===== src/rtl/id_ex_if.sv =====
// Bundles the ID/EX stage's decode inputs, hazard controls, forwarding taps and ALU-side
// outputs so that the stage and its neighbours connect through one port.
interface id_ex_if #(
  parameter int unsigned DATA_W = 32,
  parameter int unsigned ADDR_W = 5,
  parameter int unsigned IMM_W  = 16,
  parameter int unsigned OP_W   = 3
);
  logic              stall;
  logic              flush;
  logic              id_valid;
  logic [DATA_W-1:0] id_rs_data;
  logic [DATA_W-1:0] id_rt_data;
  logic [IMM_W-1:0]  id_imm;
  logic [ADDR_W-1:0] id_rs_addr;
  logic [ADDR_W-1:0] id_rt_addr;
  logic [ADDR_W-1:0] id_rd_addr;
  logic [OP_W-1:0]   id_alu_op;
  logic              id_alu_src;
  logic              id_reg_write;
  logic              exmem_reg_write;
  logic [ADDR_W-1:0] exmem_rd;
  logic [DATA_W-1:0] exmem_result;
  logic              memwb_reg_write;
  logic [ADDR_W-1:0] memwb_rd;
  logic [DATA_W-1:0] memwb_result;
  logic [DATA_W-1:0] alu_input1;
  logic [DATA_W-1:0] alu_input2;
  logic [OP_W-1:0]   alu_op;
  logic [DATA_W-1:0] ex_store_data;
  logic [ADDR_W-1:0] ex_rd;
  logic              ex_reg_write;
  logic              ex_valid;

  modport master (
    output stall, flush, id_valid, id_rs_data, id_rt_data, id_imm, id_rs_addr, id_rt_addr,
           id_rd_addr, id_alu_op, id_alu_src, id_reg_write,
           exmem_reg_write, exmem_rd, exmem_result, memwb_reg_write, memwb_rd, memwb_result,
    input  alu_input1, alu_input2, alu_op, ex_store_data, ex_rd, ex_reg_write, ex_valid
  );

  modport slave (
    input  stall, flush, id_valid, id_rs_data, id_rt_data, id_imm, id_rs_addr, id_rt_addr,
           id_rd_addr, id_alu_op, id_alu_src, id_reg_write,
           exmem_reg_write, exmem_rd, exmem_result, memwb_reg_write, memwb_rd, memwb_result,
    output alu_input1, alu_input2, alu_op, ex_store_data, ex_rd, ex_reg_write, ex_valid
  );
endinterface


===== src/rtl/id_ex_stage.sv =====
// Decode-to-execute pipeline register: captures decoded fields, then forwards from EX/MEM and
// MEM/WB and selects the immediate to drive the ALU inputs during the EX cycle.
module id_ex_stage #(
  parameter int unsigned DATA_W = 32,
  parameter int unsigned ADDR_W = 5,
  parameter int unsigned IMM_W  = 16,
  parameter int unsigned OP_W   = 3
) (
  input logic    clk,
  input logic    rst,
  id_ex_if.slave bus
);

  logic              valid_q,     valid_d;
  logic [DATA_W-1:0] rs_data_q,   rs_data_d;
  logic [DATA_W-1:0] rt_data_q,   rt_data_d;
  logic [IMM_W-1:0]  imm_q,       imm_d;
  logic [ADDR_W-1:0] rs_addr_q,   rs_addr_d;
  logic [ADDR_W-1:0] rt_addr_q,   rt_addr_d;
  logic [ADDR_W-1:0] rd_q,        rd_d;
  logic [OP_W-1:0]   op_q,        op_d;
  logic              alu_src_q,   alu_src_d;
  logic              reg_write_q, reg_write_d;

  logic [DATA_W-1:0] fwd_a;
  logic [DATA_W-1:0] fwd_b;
  logic [DATA_W-1:0] imm_ext;

  // Flush beats stall; reset beats both and lives in the register process.
  always_comb begin
    valid_d     = valid_q;
    rs_data_d   = rs_data_q;
    rt_data_d   = rt_data_q;
    imm_d       = imm_q;
    rs_addr_d   = rs_addr_q;
    rt_addr_d   = rt_addr_q;
    rd_d        = rd_q;
    op_d        = op_q;
    alu_src_d   = alu_src_q;
    reg_write_d = reg_write_q;
    if (bus.flush) begin
      valid_d     = 1'b0;
      rs_data_d   = '0;
      rt_data_d   = '0;
      imm_d       = '0;
      rs_addr_d   = '0;
      rt_addr_d   = '0;
      rd_d        = '0;
      op_d        = '0;
      alu_src_d   = 1'b0;
      reg_write_d = 1'b0;
    end else if (!bus.stall) begin
      valid_d     = bus.id_valid;
      rs_data_d   = bus.id_rs_data;
      rt_data_d   = bus.id_rt_data;
      imm_d       = bus.id_imm;
      rs_addr_d   = bus.id_rs_addr;
      rt_addr_d   = bus.id_rt_addr;
      rd_d        = bus.id_rd_addr;
      op_d        = bus.id_alu_op;
      alu_src_d   = bus.id_alu_src;
      reg_write_d = bus.id_reg_write & bus.id_valid;
    end
  end

  always_ff @(posedge clk) begin
    if (rst) begin
      valid_q     <= 1'b0;
      rs_data_q   <= '0;
      rt_data_q   <= '0;
      imm_q       <= '0;
      rs_addr_q   <= '0;
      rt_addr_q   <= '0;
      rd_q        <= '0;
      op_q        <= '0;
      alu_src_q   <= 1'b0;
      reg_write_q <= 1'b0;
    end else begin
      valid_q     <= valid_d;
      rs_data_q   <= rs_data_d;
      rt_data_q   <= rt_data_d;
      imm_q       <= imm_d;
      rs_addr_q   <= rs_addr_d;
      rt_addr_q   <= rt_addr_d;
      rd_q        <= rd_d;
      op_q        <= op_d;
      alu_src_q   <= alu_src_d;
      reg_write_q <= reg_write_d;
    end
  end

  // Register 0 is hard-wired zero, so a zero destination never forwards; EX/MEM is younger.
  always_comb begin
    fwd_a = rs_data_q;
    if (bus.exmem_reg_write && (bus.exmem_rd != '0) && (bus.exmem_rd == rs_addr_q)) begin
      fwd_a = bus.exmem_result;
    end else if (bus.memwb_reg_write && (bus.memwb_rd != '0) && (bus.memwb_rd == rs_addr_q)) begin
      fwd_a = bus.memwb_result;
    end
  end

  always_comb begin
    fwd_b = rt_data_q;
    if (bus.exmem_reg_write && (bus.exmem_rd != '0) && (bus.exmem_rd == rt_addr_q)) begin
      fwd_b = bus.exmem_result;
    end else if (bus.memwb_reg_write && (bus.memwb_rd != '0) && (bus.memwb_rd == rt_addr_q)) begin
      fwd_b = bus.memwb_result;
    end
  end

  assign imm_ext = {{(DATA_W - IMM_W){imm_q[IMM_W-1]}}, imm_q};

  assign bus.alu_input1    = fwd_a;
  assign bus.alu_input2    = alu_src_q ? imm_ext : fwd_b;
  assign bus.alu_op        = op_q;
  assign bus.ex_store_data = fwd_b;
  assign bus.ex_rd         = rd_q;
  assign bus.ex_reg_write  = reg_write_q;
  assign bus.ex_valid      = valid_q;

endmodule


===== src/flat_wrapper.sv =====
// flat-port wrapper written by rule: the top's interface ports become plain ports
module id_ex_stage_flat 
#(
  parameter int unsigned DATA_W = 32,
  parameter int unsigned ADDR_W = 5,
  parameter int unsigned IMM_W  = 16,
  parameter int unsigned OP_W   = 3
)
  (clk, rst, bus_stall, bus_flush, bus_id_valid, bus_id_rs_data, bus_id_rt_data, bus_id_imm, bus_id_rs_addr, bus_id_rt_addr, bus_id_rd_addr, bus_id_alu_op, bus_id_alu_src, bus_id_reg_write, bus_exmem_reg_write, bus_exmem_rd, bus_exmem_result, bus_memwb_reg_write, bus_memwb_rd, bus_memwb_result, bus_alu_input1, bus_alu_input2, bus_alu_op, bus_ex_store_data, bus_ex_rd, bus_ex_reg_write, bus_ex_valid);
  id_ex_if #(.DATA_W(DATA_W), .ADDR_W(ADDR_W), .IMM_W(IMM_W), .OP_W(OP_W)) bus_i ();
  input logic clk;
  input logic rst;
  input wire logic [$bits(bus_i.stall)-1:0] bus_stall;
  input wire logic [$bits(bus_i.flush)-1:0] bus_flush;
  input wire logic [$bits(bus_i.id_valid)-1:0] bus_id_valid;
  input wire logic [$bits(bus_i.id_rs_data)-1:0] bus_id_rs_data;
  input wire logic [$bits(bus_i.id_rt_data)-1:0] bus_id_rt_data;
  input wire logic [$bits(bus_i.id_imm)-1:0] bus_id_imm;
  input wire logic [$bits(bus_i.id_rs_addr)-1:0] bus_id_rs_addr;
  input wire logic [$bits(bus_i.id_rt_addr)-1:0] bus_id_rt_addr;
  input wire logic [$bits(bus_i.id_rd_addr)-1:0] bus_id_rd_addr;
  input wire logic [$bits(bus_i.id_alu_op)-1:0] bus_id_alu_op;
  input wire logic [$bits(bus_i.id_alu_src)-1:0] bus_id_alu_src;
  input wire logic [$bits(bus_i.id_reg_write)-1:0] bus_id_reg_write;
  input wire logic [$bits(bus_i.exmem_reg_write)-1:0] bus_exmem_reg_write;
  input wire logic [$bits(bus_i.exmem_rd)-1:0] bus_exmem_rd;
  input wire logic [$bits(bus_i.exmem_result)-1:0] bus_exmem_result;
  input wire logic [$bits(bus_i.memwb_reg_write)-1:0] bus_memwb_reg_write;
  input wire logic [$bits(bus_i.memwb_rd)-1:0] bus_memwb_rd;
  input wire logic [$bits(bus_i.memwb_result)-1:0] bus_memwb_result;
  output wire logic [$bits(bus_i.alu_input1)-1:0] bus_alu_input1;
  output wire logic [$bits(bus_i.alu_input2)-1:0] bus_alu_input2;
  output wire logic [$bits(bus_i.alu_op)-1:0] bus_alu_op;
  output wire logic [$bits(bus_i.ex_store_data)-1:0] bus_ex_store_data;
  output wire logic [$bits(bus_i.ex_rd)-1:0] bus_ex_rd;
  output wire logic [$bits(bus_i.ex_reg_write)-1:0] bus_ex_reg_write;
  output wire logic [$bits(bus_i.ex_valid)-1:0] bus_ex_valid;
  assign bus_i.stall = bus_stall;
  assign bus_i.flush = bus_flush;
  assign bus_i.id_valid = bus_id_valid;
  assign bus_i.id_rs_data = bus_id_rs_data;
  assign bus_i.id_rt_data = bus_id_rt_data;
  assign bus_i.id_imm = bus_id_imm;
  assign bus_i.id_rs_addr = bus_id_rs_addr;
  assign bus_i.id_rt_addr = bus_id_rt_addr;
  assign bus_i.id_rd_addr = bus_id_rd_addr;
  assign bus_i.id_alu_op = bus_id_alu_op;
  assign bus_i.id_alu_src = bus_id_alu_src;
  assign bus_i.id_reg_write = bus_id_reg_write;
  assign bus_i.exmem_reg_write = bus_exmem_reg_write;
  assign bus_i.exmem_rd = bus_exmem_rd;
  assign bus_i.exmem_result = bus_exmem_result;
  assign bus_i.memwb_reg_write = bus_memwb_reg_write;
  assign bus_i.memwb_rd = bus_memwb_rd;
  assign bus_i.memwb_result = bus_memwb_result;
  assign bus_alu_input1 = bus_i.alu_input1;
  assign bus_alu_input2 = bus_i.alu_input2;
  assign bus_alu_op = bus_i.alu_op;
  assign bus_ex_store_data = bus_i.ex_store_data;
  assign bus_ex_rd = bus_i.ex_rd;
  assign bus_ex_reg_write = bus_i.ex_reg_write;
  assign bus_ex_valid = bus_i.ex_valid;
  id_ex_stage #(.DATA_W(DATA_W), .ADDR_W(ADDR_W), .IMM_W(IMM_W), .OP_W(OP_W)) u_core (.clk(clk), .rst(rst), .bus(bus_i));
endmodule

===== config.mk =====
export PLATFORM = sky130hd
export DESIGN_NAME = id_ex_stage_flat
export DESIGN_NICKNAME = d
export VERILOG_FILES = /design/src/rtl/id_ex_if.sv /design/src/rtl/id_ex_stage.sv /design/src/flat_wrapper.sv
export SDC_FILE = /design/constraint.sdc
export NUM_CORES = 1
export LEC_CHECK = 0
export ABC_CLOCK_PERIOD_IN_PS = 3550
export CORE_MARGIN = 2
export CORE_UTILIZATION = 42
export CTS_BUF_LIST = sky130_fd_sc_hd__clkbuf_8
export DETAILED_ROUTE_END_ITERATION = 16
export PLACE_DENSITY = 0.83
export SYNTH_ARGS = -nofsm -noshare
export SYNTH_HDL_FRONTEND = slang
export SYNTH_SLANG_ARGS = --single-unit

===== constraint.sdc =====
create_clock -name clk -period 3.55 [get_ports clk]
set_clock_uncertainty 0.2 [all_clocks]
set_input_delay 0.71 -clock clk [delete_from_list [all_inputs] [get_ports clk]]
set_output_delay 0.71 -clock clk [all_outputs]
set_load 0.02 [all_outputs]

## Yosys cells after proc, flatten, opt, wreduce, memory -nomap -nowiden

Index checks and enable logic that the tools add are counted.

| storage, ports and cells | value |
|---|---|
| flip-flop bits (word level) | 101 |
| input port bits | 181 |
| output and inout port bits | 106 |
| logic and storage cells | 29 |

| operators by class | value |
|---|---|
| eq/ne operators | 4 |
| multiplexer cells | 5 |
| bitwise logic cells | 1 |
| reductions and logical operators | 9 |

Operators by type and width:

| kind | number |
|---|---|
| $mux W32 | 5 |
| $eq A5 B5 Y1 | 4 |
| $reduce_bool A5 Y1 | 2 |
| $logic_and A1 B1 Y1 | 6 |
| $reduce_or A2 Y1 | 1 |
| $and A1 B1 Y1 | 1 |

## Longest topological paths before layout

Gate-level depths: netlist of the first run.

| logic depth | value |
|---|---|
| depth after elaboration | 6 |
| gate-level depth with buffers | 8 |
| depth with buffers taken out | 5 |

## Worst setup path after synthesis of the first run

Ideal clock, no wire load.

| timing path | value |
|---|---|
| kind | input-to-output |
| start | in bus_memwb_rd[4] |
| end | out bus_alu_input2[0] |
| data arrival time | 2577 ps |
| required time | 2640 ps |
| slack | 63 ps |
| stages on the path | 7 |
| path buffers | 2 |
| cell sequence | or4_1 > o21a_1 > buf_6 > and3_1 > buf_4 > mux2i_1 > a221oi_1 |

| between the ends | value |
|---|---|
| longest elaborated chain between the ends | 6 |
| elaborated cells on any way between the ends | 7 |
| those cells by class | 1 x eq/ne; 3 x mux; 3 x reduce/logical |

Ends and longest elaborated chain:

| what | RTL line | source |
|---|---|---|
| start, declared | flat_wrapper.sv:29 | `input wire logic [$bits(bus_i.memwb_rd)-1:0] bus_memwb_rd;` |
| $reduce_bool A5 Y1 | id_ex_stage.sv:106 | `end else if (bus.memwb_reg_write && (bus.memwb_rd != '0) && (bus.memwb_rd == rt_addr_q)) begin` |
| $logic_and A1 B1 Y1 | id_ex_stage.sv:106 |  |
| $logic_and A1 B1 Y1 * | id_ex_stage.sv:106 |  |
| $mux W32 * | id_ex_stage.sv:106 |  |
| $mux W32 * | id_ex_stage.sv:104 | `if (bus.exmem_reg_write && (bus.exmem_rd != '0) && (bus.exmem_rd == rt_addr_q)) begin` |
| $mux W32 * | id_ex_stage.sv:114 | `assign bus.alu_input2 = alu_src_q ? imm_ext : fwd_b;` |
| end, declared | flat_wrapper.sv:32 | `output wire logic [$bits(bus_i.alu_input2)-1:0] bus_alu_input2;` |

Every way passes the cells marked *; elsewhere a longest branch is shown, timed or not.

## Worst setup path after layout of the first run

| timing path | value |
|---|---|
| start | in bus_exmem_rd[2] |
| end | out bus_ex_store_data[0] |

| between the ends | value |
|---|---|
| longest elaborated chain between the ends | 4 |
| elaborated cells on any way between the ends | 5 |
| those cells by class | 1 x eq/ne; 1 x mux; 3 x reduce/logical |

Ends and longest elaborated chain:

| what | RTL line | source |
|---|---|---|
| start, declared | flat_wrapper.sv:26 | `input wire logic [$bits(bus_i.exmem_rd)-1:0] bus_exmem_rd;` |
| $reduce_bool A5 Y1 | id_ex_stage.sv:104 |  |
| $logic_and A1 B1 Y1 | id_ex_stage.sv:104 |  |
| $logic_and A1 B1 Y1 * | id_ex_stage.sv:104 |  |
| $mux W32 * | id_ex_stage.sv:104 |  |
| end, declared | flat_wrapper.sv:34 | `output wire logic [$bits(bus_i.ex_store_data)-1:0] bus_ex_store_data;` |

Marked as above.

==> results of run 1 <==
critical path, cell delays in order:
cell and delay [ps]:
dlygate4sd2_1 240, or4_1 400, o21a_1 220, buf_6 130
nand3_4 140, buf_6 140, buf_16 130, buf_8 120
nor2_1 40, a21oi_1 150, buf_4 170
worst paths after layout:
check	start	end	slack, ps	cells past startpoint
max	bus_exmem_rd[2]	bus_ex_store_data[0]	60	11
min	u_core.bus.alu_op[1]$_SDFFE_PP0N_	u_core.bus.alu_op[1]$_SDFFE_PP0N_	300	2
max reg2reg	u_core.alu_src_q$_SDFFE_PP0N_	u_core.alu_src_q$_SDFFE_PP0N_	2100	3
min reg2reg	u_core.bus.alu_op[1]$_SDFFE_PP0N_	u_core.bus.alu_op[1]$_SDFFE_PP0N_	300	2
final cells by class:
cell class | instances | share of cell area (%)
Antenna cell | 3 | 0.0796
Multi-Input combinational cell | 506 | 40.1
Clock inverter | 5 | 0.438
Clock buffer | 11 | 1.61
Sequential cell | 101 | 21.5
Inverter | 8 | 0.319
Tap cell | 176 | 2.34
Timing Repair Buffer | 352 | 33.7
sequential cells by signal, summed over array words and instances (netlist names):
name	flops
u_core.alu_src_q	1
u_core.bus.alu_op	3
u_core.bus.ex_rd	5
u_core.bus.ex_reg_write	1
u_core.bus.ex_valid	1
u_core.imm_q	16
u_core.rs_addr_q	5
u_core.rs_data_q	32
u_core.rt_addr_q	5
u_core.rt_data_q	32
cells by family after synthesis:
logic type / Yosys count
simple gates: 246
mux: 139
flops: 101
compound gates: 100
buf+inv: 66
xor+xnor: 20
power by group through the flow:
| stage | logic (W) | clock network [W] | registers [W] |
|---|---|---|---|
| finish | 0.000742 | 0.000735 | 0.00120 |
| global route | 0.000790 | 0.000786 | 0.00120 |
| CTS | 0.000736 | 0.000746 | 0.00120 |
| detailed placement | 0.000747 | 0 | 0.00122 |
| global placement | 0.000739 | 0 | 0.00122 |
| floorplan | 0.000319 | 0 | 0.00122 |
placed cells by master, fill, tap and decap left out, drive strengths merged:
cell and n:
mux2i 139, inv 10, xnor2 4, nor2 160
diode 3, dlygate4sd2 7, nand3 3, nor3 12
a22oi 1, or2 1, clkdlybuf4s50 179, nor2b 1
xor2 16, o31ai 24, dfxtp 101, or4 2
clkinvlp 2, and4 2, nand2 40, clkdlybuf4s15 8
a21oi 9, clkinv 1, o21a 2, o21ai 32
clkbuf 14, a221oi 32, buf 155, and3 26
metal layers:
| metal | vias to the layer above | part of all wire [%] | global-route usage (%) |
|---|---|---|---|
| met5 | - | 0.053 | 0 |
| met4 | 2 | 2.8 | 12.5 |
| met3 | 49 | 7.5 | 7.24 |
| met2 | 256 | 49 | 52.4 |
| met1 | 2978 | 41 | 36.5 |
| li1 | 2974 | - | - |
timing repair:
item | in CTS | in global routing
endpoints found under the hold margin | 0 | 0
endpoints found under the setup margin | 96 | 47
gates cloned | 4 | 0
gates resized for setup | 482 | 18
buffers inserted | 13 | 0
pin swaps | 21 | 17
metrics by stage:
step	hold slack [ps]	setup TNS [ps]	utilization, %	std cells
floorplan	263	0	-	672
global placement	274	-57570	68.1	1128
detailed placement	283	-57900	68.1	1128
CTS	308	-12.3	70.3	1159
global route	330	-25.0	70.6	1160
finish	303	0	70.6	1162
==> run_results.csv, run 1 <==
group,metric,value,unit
logic_synthesis,synth_seq_cells,101,
final_layout,area_growth,63.1,%
logic_synthesis,synth_compound_area_share,14.1,%
logic_synthesis,async_reset_ff_share,0,%
logic_synthesis,synth-edff-count,0,
timing,finalCritPeriodShare,98.4,%
worst_setup_path,required,2640,ps
logic_synthesis,syn_nets,853,
logic_synthesis,synth-seq-area-share,35.0,%
detailed_routing,drt_pass1_iterations,5,
detailed_routing,viasPerCell,5.39,
detailed_routing,vias,6259,
logic_synthesis,avgSynthCellArea,8.60,µm²
placed_design,place_congestion,0.866,
logic_synthesis,yosysUniqueCellTypes,30,
grt,grt_max_degree,53,
placed_design,post-place-ws,-751,ps
final_layout,multi_input_area,3780,µm²
worst_setup_path,worst-path-max-fanout,8,
clock_tree,clkTransAtPathRegs,100,ps
grt,grt_pass1_wl,34.4,mm
power,power,0.00268,W
grt,grt_pass1_vias,6304,
floorplan,die_area,14700,µm²
detailed_routing,drt-initial-drc-count,330,
logic_synthesis,synthFlopType,"dfxtp_1",
floorplan,chipWidth,121,µm
logic_synthesis,yosys-top-cells-count,"nor2_1 (160), mux2i_1 (139), dfxtp_1 (101), clkbuf_1 (40), nand2_1 (40)",
clock_tree,cts_hold_buf,0,
timing,finalWorstSetupSlack,56.2,ps
detailed_routing,wl_per_cell,19.4,µm
final_layout,drive_gt1_share,23.9,%
placed_design,dp_hpwl,16.5,mm
floorplan,die-height,121,µm
final_layout,seq_area,2020,µm²
timing,setup_viol,0,
detailed_routing,wl,22.6,mm
timing,tightest_slew,643,ps
run_status,outcome,"finished, final reports clean",
placed_design,placed_area,9090,µm²
flow_run,maxCapViolations,0,
logic_synthesis,syn_inst,672,
detailed_routing,antenna_left,0,
logic_synthesis,synth_xor_area_share,3.03,%
floorplan,row_count,42,
worst_setup_path,crit_type,"primary input to output pin",
clock_tree,h-tree-depth,3,
timing,relSlewSlack,57.1,%
logic_synthesis,syn_area,5780,µm²
floorplan,core_area,13300,µm²
detailed_routing,route.detailed.drc,0,
worst_hold_path,hold_class,"flip-flop to flip-flop",
power,ir_worst_vdd,0.183,mV
timing,max_freq,286,MHz
final_layout,final.fill_count,1118,
power,p_sw,0.000814,W
logic_synthesis,yosys_warnings,0,
timing,drv_slew,0,
timing,min_period,3490,ps
final_layout,postLayoutCellArea,9430,µm²
worst_setup_path,critical_path_arrival,2580,ps
logic_synthesis,yosys.area_share.simple,18.1,%
power,powerDensity,284,nW/µm²
floorplan,io_pins,287,
final_layout,final_nets,1159,
power,pwr-share-clk,27.5,%
power,switching_share,30.4,%
grt,antenna_found_initial,4,
clock_tree,cts_buffers,9,
clock_tree,clock_latency,390,ps
clock_tree,tritoncts,"built",
clock_tree,clockBufferDepth,2,
logic_synthesis,synth.area.mux_share,24.1,%
power,p_seq_share,44.8,%
power,p_int,0.00186,W
clock_tree,cts-root-buf,"clkbuf_8",
grt,grt_overflow,0,
power,p_leak,4.09,nW
logic_synthesis,synth_area_leaders,"dfxtp_1 (35%), mux2i_1 (24%), nor2_1 (10%)",
power,p_comb_share,27.7,%
clock_tree,clock-sinks,101,
logic_synthesis,synth_top_family_by_area,"multiplexers",
placed_design,numPortBuffers,286,
logic_synthesis,yosysMostFrequentCell,"nor2_1",
logic_synthesis,netlist.area_leader.share,35.0,%
worst_setup_path,worstSetupEndpointType,"output pin",
worst_setup_path,worstSetupStartpointType,"primary input",
grt,grt_usage,30.5,%
timing,hold_viol,0,
floorplan,initial_core_util,43.3,%
logic_synthesis,yosysTopAreaCell,"dfxtp_1",
logic_synthesis,synthAdderAreaFrac,0,%
Note: power is estimated with default switching activity, not from simulation.
==> run 2: changes to the inputs <==
GPL_TIMING_DRIVEN = 0   (was default)
==> run 2 against run 1 <==
  * The run now ends with negative setup slack left
  * First-iteration DRC count grew 40%
  * Worst hold slack lost 1.0 ps
  * Die area is the same
  * Wire length grew 8.8%
  * Via count grew 0.97%
  * Clock power grew 12%
  * Maximum frequency shrank 1.6%
  * Combinational power grew 1%
  * Sequential power is essentially flat
  * Final area is essentially flat
  * Worst setup slack lost 56 ps
  * Count of clock-buffer cells in the layout grew 1
  * Highest routed layer is now met4
==> run_results.csv, run 2 (synthesis gave the netlist of run 1 again) <==
group,metric,value,unit
run_status,outcome,"finished, violations left",
run_status,violations,"negative setup slack",
placed_design,place_congestion,0.909,
placed_design,dp_hpwl,17.6,mm
floorplan,core_area,13300,µm²
detailed_routing,wl_per_cell,21.1,µm
timing,tightest_slew,897,ps
final_layout,final_nets,1162,
final_layout,final_cell_mix,"clkdlybuf4s50_1 (180), nor2_1 (156), mux2i_1 (136), dfxtp_1 (101), buf_2 (72)",
clock_tree,clockBufferDepth,2,
timing,whs,302,ps
power,ir_worst_vdd,0.279,mV
detailed_routing,antenna_left,0,
grt,antenna_found_initial,0,
clock_tree,clock-sinks,101,
power,powerDensity,294,nW/µm²
timing,hold_viol,0,
timing,max_freq,282,MHz
clock_tree,cts_buffers,9,
timing,min_period,3550,ps
grt,grt_pass1_vias,6347,
worst_setup_path,critical_path_arrival,2640,ps
clock_tree,clkTransAtPathRegs,90,ps
final_layout,drive_gt1_share,21.1,%
flow_run,maxCapViolations,0,
final_layout,area_growth,63.0,%
floorplan,die_area,14700,µm²
final_layout,reg_top3,"u_core.rs_data_q: 32 flops, u_core.rt_data_q: 32 flops, u_core.imm_q: 16 flops",
timing,finalCritPeriodShare,100,%
detailed_routing,vias,6320,
power,p_leak,4.04,nW
detailed_routing,drt_pass1_iterations,5,
worst_setup_path,worstSetupStartpointType,"primary input",
floorplan,die-height,121,µm
detailed_routing,wl,24.5,mm
timing,setup_viol,1,
worst_setup_path,crit_type,"primary input to output pin",
placed_design,numPortBuffers,286,
clock_tree,tritoncts,"built",
timing,rsz0062_at_grt,"yes",
clock_tree,clock_latency,400,ps
floorplan,chipWidth,121,µm
timing,drv_slew,0,
worst_hold_path,hold_class,"flip-flop to flip-flop",
floorplan,row_count,42,
detailed_routing,drt-initial-drc-count,462,
timing,finalWorstSetupSlack,-0.183,ps
worst_setup_path,required,2640,ps
grt,grt_usage,32.5,%
final_layout,antenna_cells,0,
detailed_routing,route.detailed.drc,0,
power,power,0.00277,W
final_layout,layout_commonest_cell,"clkdlybuf4s50_1",
floorplan,io_pins,287,
clock_tree,h-tree-depth,3,
worst_setup_path,worst-path-max-fanout,8,
grt,grt_overflow,0,
worst_setup_path,worstSetupEndpointType,"output pin",
grt,grt_max_degree,17,
detailed_routing,viasPerCell,5.44,
floorplan,initial_core_util,43.3,%
clock_tree,cts_hold_buf,0,
clock_tree,cts-root-buf,"clkbuf_8",
grt,grt_pass1_wl,36.0,mm
timing,relSlewSlack,40.2,%
==> run 2: changes by cell type in the layout (fill, tap and decap cells not counted), moves of 3 or more <==
cell,delta
clkbuf_2,+6
buf_12,-4
buf_4,-29
a221oi_4,+7
diode_2,-3
clkbuf_4,+4
o31ai_2,-3
buf_2,-6
clkbuf_1,+29
dlygate4sd2_1,-4
o31ai_1,+3
a221oi_2,-8
==> run 2: path summary, 6_finish.rpt <==
kind	startpoint	endpoint	slack, ps	cells past startpoint
max	bus_memwb_rd[0]	bus_alu_input2[2]	-0.2	8
min reg2reg	u_core.rs_data_q[29]$_SDFFE_PP0N_	u_core.rs_data_q[29]$_SDFFE_PP0N_	300	2
min	u_core.rs_data_q[29]$_SDFFE_PP0N_	u_core.rs_data_q[29]$_SDFFE_PP0N_	300	2
max reg2reg	u_core.alu_src_q$_SDFFE_PP0N_	u_core.alu_src_q$_SDFFE_PP0N_	1950	4
==> run 2: stage by stage <==
step                      worst slack (ps)  instance area [µm²]  std cells  utilization, %  TNS (ps)
after global routing                 -17.2                 9420       1162            70.6     -82.3
final                               -0.183                 9420       1162            70.6    -0.183
after detailed placement             -1110                 8860       1134            66.4    -85440
after global placement               -1140                 8860       1134            66.4    -84140
after floorplan                       62.9                 5780        672               -         0
after CTS                            -10.5                 9310       1159            69.8     -27.4
==> run 2: layer usage <==
layer,wire [µm],GRT usage (%),share of wire [%],vias to the layer above
li1,-,-,-,2989
met1,9700,38.9,40,2965
met2,12000,56.6,49,316
met3,2140,9.30,8.7,50
met4,719,9.12,2.9,0
met5,0,0,0,-
==> run 2: area by class of cell <==
class	count	area (µm²)
repair buffers	300	2710
fillers	1113	3930
multi-input cells	506	3840
well taps	176	220
clock buffers	12	165
plain buffers	55	388
flip-flops and latches	101	2020
inverters	8	30.0
clock inverters	4	52.6
==> run 2: critical path, stage by stage <==
cell and delay [ps]:
buf_2 120, or4_1 510, o21a_1 210, buf_6 140, and3_4 220, mux2i_4 220
a221oi_2 300, buf_4 200
==> run 2: where the power goes <==
group,switching [W],internal [W],total (W)
Sequential,0.0000290,0.00117,0.00120
Clock,0.000432,0.000388,0.000820
Combinational,0.000368,0.000384,0.000752
Total,0.000830,0.00194,0.00277
==> run 2: what timing repair did <==
item | 4_1_cts | 5_1_grt
setup buffers | 7 | 1
endpoints found under the setup margin | 96 | 74
pin swaps | 22 | 12
resized for setup | 520 | 37
gates cloned | 4 | 3
==> run 3: changes to the inputs <==
SKIP_LAST_GASP = 1   (was default)
==> run 3 against run 2 <==
  * The flow still finishes with violations (negative setup slack)
  * Total power down 0.17%
  * Register-to-register slack better by 20 ps
  * Sequential share of layout area down 0.074 points
  * Cell count unchanged
  * Via count down 0.30%
  * First-iteration DRC count down 9.1%
  * Wire length down 0.13%
  * Sequential power about the same
  * Clock power down 1%
  * Combinational power up 0.5%
  * Largest cell class unchanged
==> run_results.csv, run 3 (synthesis gave the netlist of run 1 again) <==
group,metric,value,unit
run_status,outcome,"finished, violations left",
run_status,violations,"negative setup slack",
timing,tightest_slew,892,ps
grt,antenna_found_initial,0,
power,switching_share,29.7,%
clock_tree,cts_hold_buf,0,
flow_run,maxCapViolations,0,
floorplan,initial_core_util,43.3,%
worst_hold_path,hp-start,"u_core.rs_data_q[29]$_SDFFE_PP0N_",
grt,grt_overflow,0,
final_layout,final_nets,1162,
final_layout,layout_commonest_cell,"clkdlybuf4s50_1",
clock_tree,tritoncts,"built",
final_layout,drive_gt1_share,21.4,%
detailed_routing,route.detailed.drc,0,
power,p_leak,4.03,nW
floorplan,io_pins,287,
worst_setup_path,worstSetupStartpointType,"primary input",
grt,grt_pass1_vias,6320,
placed_design,placed_cells,1134,
detailed_routing,wl,24.5,mm
timing,rsz0062_at_grt,"yes",
floorplan,row_count,42,
final_layout,final_cell_mix,"clkdlybuf4s50_1 (180), nor2_1 (156), mux2i_1 (135), dfxtp_1 (101), buf_2 (68)",
worst_setup_path,crit_type,"primary input to output pin",
power,powerDensity,293,nW/µm²
worst_setup_path,rr_worst_depth,4,
worst_hold_path,hold_class,"flip-flop to flip-flop",
worst_setup_path,r2r_end,"u_core.alu_src_q$_SDFFE_PP0N_",
clock_tree,clock_latency,390,ps
power,p_int,0.00194,W
grt,grt_pass1_wl,35.9,mm
power,p_seq_share,43.3,%
detailed_routing,vias,6301,
worst_setup_path,worstSetupEndpointType,"output pin",
timing,finalCritPeriodShare,101,%
clock_tree,h-tree-depth,3,
timing,relSlewSlack,40.5,%
timing,max_freq,280,MHz
placed_design,numPortBuffers,286,
grt,grt_max_degree,17,
floorplan,core_area,13300,µm²
final_layout,stdcell_count,1162,
power,p_comb_share,27.3,%
timing,tns,-18.7,ps
final_layout,multi_input_area,3850,µm²
floorplan,die_area,14700,µm²
final_layout,reg_top3,"u_core.rs_data_q: 32 flops, u_core.rt_data_q: 32 flops, u_core.imm_q: 16 flops",
worst_setup_path,required,2640,ps
clock_tree,cts_buffers,9,
final_layout,final.fill_count,1111,
clock_tree,clkTransAtPathRegs,90,ps
timing,drv_slew,0,
worst_setup_path,r2r-start,"u_core.alu_src_q$_SDFFE_PP0N_",
worst_hold_path,hold_depth,2,
detailed_routing,wl_per_cell,21.1,µm
timing,setup_viol,1,
worst_setup_path,critical_path_arrival,2660,ps
power,p_sw,0.000822,W
grt,grt_usage,32.4,%
worst_hold_path,holdPathEnd,"u_core.rs_data_q[29]$_SDFFE_PP0N_",
timing,finalWorstSetupSlack,-18.7,ps
power,ir_worst_vdd,0.278,mV
clock_tree,cts-root-buf,"clkbuf_8",
detailed_routing,drt_pass1_iterations,5,
detailed_routing,viasPerCell,5.42,
power,pwr-share-clk,29.4,%
clock_tree,clock-sinks,101,
floorplan,chipWidth,121,µm
floorplan,die-height,121,µm
detailed_routing,antenna_left,0,
final_layout,final_util,70.8,%
worst_setup_path,r2r_slack,1970,ps
timing,hold_viol,0,
final_layout,seq_area,2020,µm²
placed_design,dp_hpwl,17.6,mm
final_layout,area_growth,63.6,%
timing,min_period,3570,ps
final_layout,antenna_cells,0,
worst_setup_path,worst-path-max-fanout,8,
detailed_routing,drt-initial-drc-count,420,
placed_design,place_congestion,0.909,
clock_tree,clockBufferDepth,2,
run 3: layout make-up:
cell class	count	area share (%)
Buffer	55	4.10
Clock buffer	12	1.75
Clock inverter	4	0.556
Inverter	8	0.318
Multi-Input combinational cell	506	40.8
Sequential cell	101	21.4
Tap cell	176	2.33
Timing Repair Buffer	300	28.8
run 3: worst max path at each step:
stage,from,slack [ps],endpoint
floorplan,bus_memwb_rd[4],60,bus_alu_input2[0]
global placement,bus_exmem_rd[3],-1140,bus_alu_input1[0]
detailed placement,bus_exmem_rd[0],-1110,bus_alu_input1[24]
CTS,bus_exmem_rd[4],-10,bus_alu_input2[0]
global route,bus_memwb_rd[4],-60,bus_alu_input2[1]
finish,bus_memwb_rd[4],-20,bus_alu_input2[2]
run 3: critical path, cell delays in order:
cell      delay, ps
buf_2           120
or4_1           530
o21a_1          200
buf_6           140
and3_4          220
mux2i_4         220
a221oi_2        310
buf_4           200
run 3: power by group through the flow:
stage	Combinational (W)	Clock, W	Sequential (W)
2_1_floorplan	0.000319	0	0.00122
3_3_place_gp	0.000729	0	0.00122
4_1_cts	0.000732	0.000829	0.00120
5_1_grt	0.000801	0.000861	0.00120
3_5_place_dp	0.000734	0	0.00122
6_report	0.000756	0.000812	0.00120
run 3: repair_timing:
item / CTS / global route
cloned: 4 / 3
gates resized for setup: 519 / 40
pin swaps: 22 / 18
setup buffers: 7 / 1
endpoints found under the setup margin: 96 / 70
hold endpoints to repair: 0 / 0
run 3: routing by layer:
layer / GRT usage (%) / vias to the layer above / part of all wire [%]
li1: - / 2991 / -
met1: 38.9 / 2947 / 40
met2: 57.0 / 309 / 49
met3: 7.47 / 54 / 8.2
met4: 10.4 / 0 / 3.3
met5: 0 / - / 0
run 3: metrics by stage:
stage	setup WS, ps	hold slack (ps)	total power [W]	area (µm²)
after floorplan	62.9	263	0.00154	5780
after global placement	-1140	272	0.00195	8860
after detailed placement	-1110	284	0.00195	8860
after CTS	-14.8	306	0.00276	9310
after global routing	-59.8	333	0.00286	9450
final	-18.7	301	0.00277	9450
